--- src/rtl/sine_pwm_pkg.sv ---
// Shared types and constants for the sine-PWM command path and datapath:
// controller states, ASCII command/ack bytes and the preset divider table.
package sine_pwm_pkg;

    typedef enum logic [1:0] {
        ST_IDLE,
        ST_DIGITS,
        ST_APPLY_WAIT,
        ST_ACK
    } state_t;

    localparam logic [7:0] ACK_OK  = 8'h4B;
    localparam logic [7:0] ACK_ERR = 8'h45;
    localparam logic [7:0] CMD_F   = 8'h46;
    localparam logic [7:0] CMD_G   = 8'h47;
    localparam logic [7:0] CMD_S   = 8'h53;
    localparam logic [7:0] CR      = 8'h0D;
    localparam logic [7:0] LF      = 8'h0A;
    localparam logic [7:0] ASCII_0 = 8'h30;
    localparam logic [7:0] ASCII_1 = 8'h31;
    localparam logic [7:0] ASCII_7 = 8'h37;
    localparam logic [7:0] ASCII_9 = 8'h39;

    // Presets '1'..'7' are selected by the low three bits of the ASCII code.
    function automatic int unsigned preset_div(input logic [2:0] sel);
        case (sel)
            3'd1:    preset_div = 1600;
            3'd2:    preset_div = 825;
            3'd3:    preset_div = 556;
            3'd4:    preset_div = 415;
            3'd5:    preset_div = 333;
            3'd6:    preset_div = 276;
            3'd7:    preset_div = 237;
            default: preset_div = 1600;
        endcase
    endfunction

endpackage

--- src/rtl/sine_cmd_dec_acc.sv ---
// Decimal accumulator for the 'F' command: ASCII digit detect, acc*10+digit,
// digit count and the accepted-range check on the accumulated value.
module sine_cmd_dec_acc
    import sine_pwm_pkg::*;
#(
    parameter int DIV_W   = 14,
    parameter int DIV_MIN = 200,
    parameter int DIV_MAX = 9999
) (
    input  logic             clk1,
    input  logic             rst,
    input  logic             clear,
    input  logic             push,
    input  logic [7:0]       data,
    output logic             is_digit,
    output logic [DIV_W-1:0] acc,
    output logic             cnt_zero,
    output logic             cnt_full,
    output logic             in_range
);

    logic [2:0] cnt;
    logic [3:0] digit;

    // For '0'..'9' the low nibble of the ASCII code is the digit value.
    assign digit    = data[3:0];
    assign is_digit = (data >= ASCII_0) && (data <= ASCII_9);
    assign cnt_zero = (cnt == 3'd0);
    assign cnt_full = (cnt == 3'd4);
    assign in_range = (acc >= DIV_W'(DIV_MIN)) && (acc <= DIV_W'(DIV_MAX));

    always_ff @(posedge clk1) begin
        if (rst || clear) begin
            acc <= '0;
            cnt <= 3'd0;
        end else if (push) begin
            acc <= (acc << 3) + (acc << 1) + DIV_W'(digit);
            cnt <= cnt + 3'd1;
        end
    end

endmodule

--- src/rtl/sine_pwm_cmd_ctrl.sv ---
// UART command controller for the sine-PWM datapath: parses commands, defers
// divider updates to a waveform-period boundary, and acks each command on TX.
module sine_pwm_cmd_ctrl
    import sine_pwm_pkg::*;
#(
    parameter int DIV_W       = 14,
    parameter int DIV_DEFAULT = 1600,
    parameter int DIV_MIN     = 200,
    parameter int DIV_MAX     = 9999,
    parameter int TIMEOUT_CYC = 2500000
) (
    input  logic             clk1,
    input  logic             rst,
    input  logic             rx_valid,
    input  logic [7:0]       rx_data,
    input  logic             rx_break,
    input  logic             tx_busy,
    output logic             tx_en,
    output logic [7:0]       tx_data,
    input  logic             cycle_wrap,
    output logic [DIV_W-1:0] div_out,
    output logic             div_load,
    output logic             pwm_run,
    output logic             cmd_err
);

    localparam int TO_W = $clog2(TIMEOUT_CYC);

    state_t           state;
    logic [DIV_W-1:0] pending;
    logic [TO_W-1:0]  to_cnt;
    logic [DIV_W-1:0] acc;
    logic             is_digit, cnt_zero, cnt_full, in_range;
    logic             acc_clear, acc_push;

    assign acc_clear = (state == ST_IDLE) && rx_valid && !rx_break && (rx_data == CMD_F);
    assign acc_push  = (state == ST_DIGITS) && rx_valid && !rx_break && is_digit && !cnt_full;

    sine_cmd_dec_acc #(
        .DIV_W  (DIV_W),
        .DIV_MIN(DIV_MIN),
        .DIV_MAX(DIV_MAX)
    ) u_dec_acc (
        .clk1    (clk1),
        .rst     (rst),
        .clear   (acc_clear),
        .push    (acc_push),
        .data    (rx_data),
        .is_digit(is_digit),
        .acc     (acc),
        .cnt_zero(cnt_zero),
        .cnt_full(cnt_full),
        .in_range(in_range)
    );

    // Entering ACK with tx_busy already low raises tx_en on the entry edge.
    always_ff @(posedge clk1) begin
        if (rst) begin
            state    <= ST_IDLE;
            pending  <= '0;
            to_cnt   <= '0;
            div_out  <= DIV_W'(DIV_DEFAULT);
            div_load <= 1'b0;
            pwm_run  <= 1'b0;
            tx_en    <= 1'b0;
            tx_data  <= 8'h00;
            cmd_err  <= 1'b0;
        end else begin
            div_load <= 1'b0;
            cmd_err  <= 1'b0;
            case (state)
                ST_IDLE: begin
                    if (!rx_break && rx_valid) begin
                        if (rx_data >= ASCII_1 && rx_data <= ASCII_7) begin
                            pending <= DIV_W'(preset_div(rx_data[2:0]));
                            state   <= ST_APPLY_WAIT;
                        end else if (rx_data == CMD_F) begin
                            to_cnt <= '0;
                            state  <= ST_DIGITS;
                        end else if (rx_data == CMD_G || rx_data == CMD_S) begin
                            pwm_run <= (rx_data == CMD_G);
                            tx_data <= ACK_OK;
                            tx_en   <= !tx_busy;
                            state   <= ST_ACK;
                        end else if (rx_data != CR && rx_data != LF) begin
                            cmd_err <= 1'b1;
                            tx_data <= ACK_ERR;
                            tx_en   <= !tx_busy;
                            state   <= ST_ACK;
                        end
                    end
                end
                ST_DIGITS: begin
                    if (rx_break) begin
                        state <= ST_IDLE;
                    end else if (rx_valid) begin
                        if (is_digit && !cnt_full) begin
                            to_cnt <= '0;
                        end else if (rx_data == CR && !cnt_zero && in_range) begin
                            pending <= acc;
                            state   <= ST_APPLY_WAIT;
                        end else begin
                            cmd_err <= 1'b1;
                            tx_data <= ACK_ERR;
                            tx_en   <= !tx_busy;
                            state   <= ST_ACK;
                        end
                    end else if (to_cnt == TO_W'(TIMEOUT_CYC - 1)) begin
                        cmd_err <= 1'b1;
                        state   <= ST_IDLE;
                    end else begin
                        to_cnt <= to_cnt + TO_W'(1);
                    end
                end
                ST_APPLY_WAIT: begin
                    if (rx_break) begin
                        state <= ST_IDLE;
                    end else begin
                        cmd_err <= rx_valid;
                        // A stopped datapath has no period to protect.
                        if (!pwm_run || cycle_wrap) begin
                            div_out  <= pending;
                            div_load <= 1'b1;
                            tx_data  <= ACK_OK;
                            tx_en    <= !tx_busy;
                            state    <= ST_ACK;
                        end
                    end
                end
                ST_ACK: begin
                    cmd_err <= rx_valid;
                    if (tx_en) begin
                        tx_en <= 1'b0;
                        state <= ST_IDLE;
                    end else if (!tx_busy) begin
                        tx_en <= 1'b1;
                    end
                end
                default: state <= ST_IDLE;
            endcase
        end
    end

endmodule

--- config.mk ---
export PLATFORM = sky130hd
export DESIGN_NAME = sine_pwm_cmd_ctrl
export DESIGN_NICKNAME = d
export VERILOG_FILES = /design/src/rtl/sine_pwm_pkg.sv /design/src/rtl/sine_cmd_dec_acc.sv /design/src/rtl/sine_pwm_cmd_ctrl.sv
export SDC_FILE = /design/constraint.sdc
export NUM_CORES = 1
export LEC_CHECK = 0
export CELL_PAD_IN_SITES_DETAIL_PLACEMENT = 1
export CELL_PAD_IN_SITES_GLOBAL_PLACEMENT = 1
export CORE_ASPECT_RATIO = 1.5
export CORE_UTILIZATION = 44
export CTS_CLUSTER_DIAMETER = 100
export DETAILED_ROUTE_END_ITERATION = 12
export PLACE_DENSITY_LB_ADDON = 0.2
export SYNTH_ARGS = -nofsm -noshare
export SYNTH_HDL_FRONTEND = slang
export SYNTH_HIERARCHICAL = 1
export SYNTH_SLANG_ARGS = --single-unit
--- constraint.sdc ---
create_clock -name clk1 -period 3.1 [get_ports clk1]
set_input_delay 0.62 -clock clk1 [delete_from_list [all_inputs] [get_ports clk1]]
set_output_delay 0.62 -clock clk1 [all_outputs]
set_load 0.02 [all_outputs]
==> reports/metrics.cfg <==
[status]
outcome = complete, but fails checks
violations = DRC

[cts]
clockBufferDepth = 2
clkLatencyLatePin_ps = 340
cts.sinks = 76
tritoncts = done
hold_buffers = 0
htreeDepth = 3
numCtsBuffers = 9
cts_root_buffer = clkbuf_16
cts_setup_buffers = 0
path_clk_slew_ps = 60

[global_route]
grt_use_total = 0.251
grt_pass1_wl_um = 21200
antenna_found_initial = 0
grt_pass1_vias = 4376
grt_max_degree = 28
overflow = 0

[synthesis]
synth-edff-count = 0
synth_ff_type = dfxtp_1
yosysWarnings = 6
synthArstFlopShare = 0
avgSynthCellArea_um2 = 8.24
ys_types = 69
ys_seq_elements = 76
postSynthCellCount = 549
synthesis.area_um2 = 4520
yosysSeqAreaShare = 0.336

[die]
start_util = 0.449
die_h_um = 126
core-area_um2 = 10100
pin_count = 40
die-area_um2 = 10700
die_x_um = 84.8
placementRows = 45

[worst_setup_path]
critPathTopFamily = simple AND/OR/NAND/NOR gates
path_cells = clkdlybuf4s50_1, or4b_4, o41ai_4, o2111ai_2, buf_4, nor4_1, xnor2_1, nor2_1
path_class = in2reg
endpoint_kind = flip-flop
path_buf_inv = 2
arrival_ps = 3170
worstSetupStartpointType = input pin
cp_slowest_cell = or4b_4
cp_max_fo = 18
required_ps = 3330
cpPeakStageDelay_ps = 540

[place]
place_ws_ps = -378
gp_congestion = 0.819
io_buffer_count = 36
place_hpwl_um = 9730
placed_area_um2 = 5130

[pwr]
combPwrFrac = 0.296
p_clk_frac = 0.362
switching_share = 0.327
p_leak_uw = 0.00205
p_int_uw = 2190
switchingPower_uw = 1070
irDropWorstVdd_mv = 0.279
seq_power_share = 0.341
power_density_nw_per_um2 = 595

[finish]
syn_to_final_growth_pct = 20.9
finalInstanceArea_um2 = 5470
nNetsFinal = 645
post-route-util = 0.542
n_antenna_cell = 0
drive_gt1_frac = 0.117

[sta]
finalMaxSlewViolations = 0
finalWorstSetupSlack_ps = 160
max-slew-margin-rel = 0.594
fmax_mhz = 340
final.period_utilization = 0.948
rsz0062_at_grt = no
period_needed_ps = 2940
fin_setup_tns_ps = 0
setup_viol = 0
hold_viol_final = 0
skew_ps = 8.84
tightest_slew_ps = 608

[route]
routed_via_density = 5.80
drc = 4
first_pass_iters = 8
dr_total_vias = 4186
routedWlPerCell_um = 17.8
ant_nets = 0
routed_wl_um = 12900
first_iter_violations = 95

[worst_hold_path]
hold_class = reg2reg

[flow_run]
cap_violations = 0

## through the flow
step	std cells	power (uW)	hold WS, ps
floorplan	551	1770	431
detailed placement	706	2090	455
CTS	722	3280	465
global placement	706	2070	446
finish	722	3250	463
global route	722	3410	485
## power groups by stage
stage | clock, uW | combinational (uW) | sequential, uW
floorplan | 0 | 602 | 1170
global placement | 0 | 941 | 1130
detailed placement | 0 | 958 | 1130
CTS | 1190 | 972 | 1110
global route | 1230 | 1060 | 1120
finish | 1180 | 964 | 1110
## worst register-to-register path: stages, from the launching register on
cell and delay [ps]:
dfxtp_1 390, inv_1 90, fa_1 540, inv_1 70
fa_1 470, a21oi_2 220, o211ai_2 120, a21oi_2 210
buf_4 150, o21ai_0 100, nand4b_1 140, o211ai_1 90
## per-layer routing
layer	global-route usage	share of wire
met4	0.105	0.027
met1	0.266	0.40
met2	0.488	0.56
met5	0	0
met3	0.0315	0.015
## registers in the layout, summed over array words and instances, names as in the netlist
name / cells
state: 2
pwm_run: 1
cmd_err: 1
div_out: 14
tx_en: 1
pending: 14
u_dec_acc/cnt: 3
u_dec_acc/acc: 14
to_cnt: 22
div_load: 1
tx_data: 3
## cells by family (layout without fill, tap and decap cells)
family	Yosys count	after routing	synth area share
compound gates	99	99	0.147
fa+ha+maj	31	31	0.0891
xor+xnor	27	27	0.0523
other cells	1	3	0.000829
flops	76	76	0.336
buf+inv	51	105	0.0542
simple gates	248	248	0.285
mux	16	16	0.0357
## worst paths after layout
path | start | to | slack, ps | depth (start not counted)
setup / recovery | rx_data[5] | to_cnt[8] | 160 | 8
setup reg to reg | u_dec_acc/acc[0] | u_dec_acc/acc[10] | 420 | 11
hold reg to reg | div_out[4] | div_out[4] | 460 | 2
hold / removal | div_out[4] | div_out[4] | 460 | 2
## Yosys cell counts (4+ instances only)
cell      count  area (um^2)
a211oi_1     11         82.6
a21oi_1      39          195
and3_1        4         25.0
and4_1        5         43.8
buf_4         7         52.6
clkbuf_1     18         67.6
dfxtp_1      76         1520
ha_1         29          363
inv_1        19         71.3
mux2i_1      15          150
nand2_1      59          221
nand2b_1      7         43.8
nand3_1      20          100
nand3b_1      4         30.0
nand4_1      14         87.6
nor2_1       66          248
nor2b_1       7         43.8
nor3_1       21          105
nor3b_1       5         37.5
nor4_1        8         50.1
nor4b_1       6         52.6
o21ai_0      16         80.1
or3_1         4         25.0
xnor2_1      24          210
## layout make-up
cell class,count,area (um^2)
sequential,76,1520
fill,1220,4610
inverter,19,71.3
multi-input combinational,424,2770
clock inverter,6,93.8
clock buffer,10,239
timing repair buffer,70,627
tap,117,146
## timing repair
item	CTS	global route
hold endpoints to repair	0	0
endpoints found under the setup margin	2	0
resized for setup	1	0
## layout by cell type, fill, tap and decap left out, drive strengths merged, types with 5 or more instances in the layout
cell type,netlist,routed
o21ai,16,16
nand3,20,20
nor4,10,10
or3,5,5
clkdlybuf4s50,0,35
ha,29,29
nor3b,5,5
a21oi,41,41
inv,19,21
clkbuf,19,10
nand2,59,59
buf,13,34
mux2i,15,15
nor2,66,66
a211oi,11,11
dfxtp,76,76
nor4b,6,6
xnor2,24,24
nand4,14,14
and4,6,6
nand2b,7,7
nor3,22,22
nor2b,7,7
(Power assumes the default switching activity.)
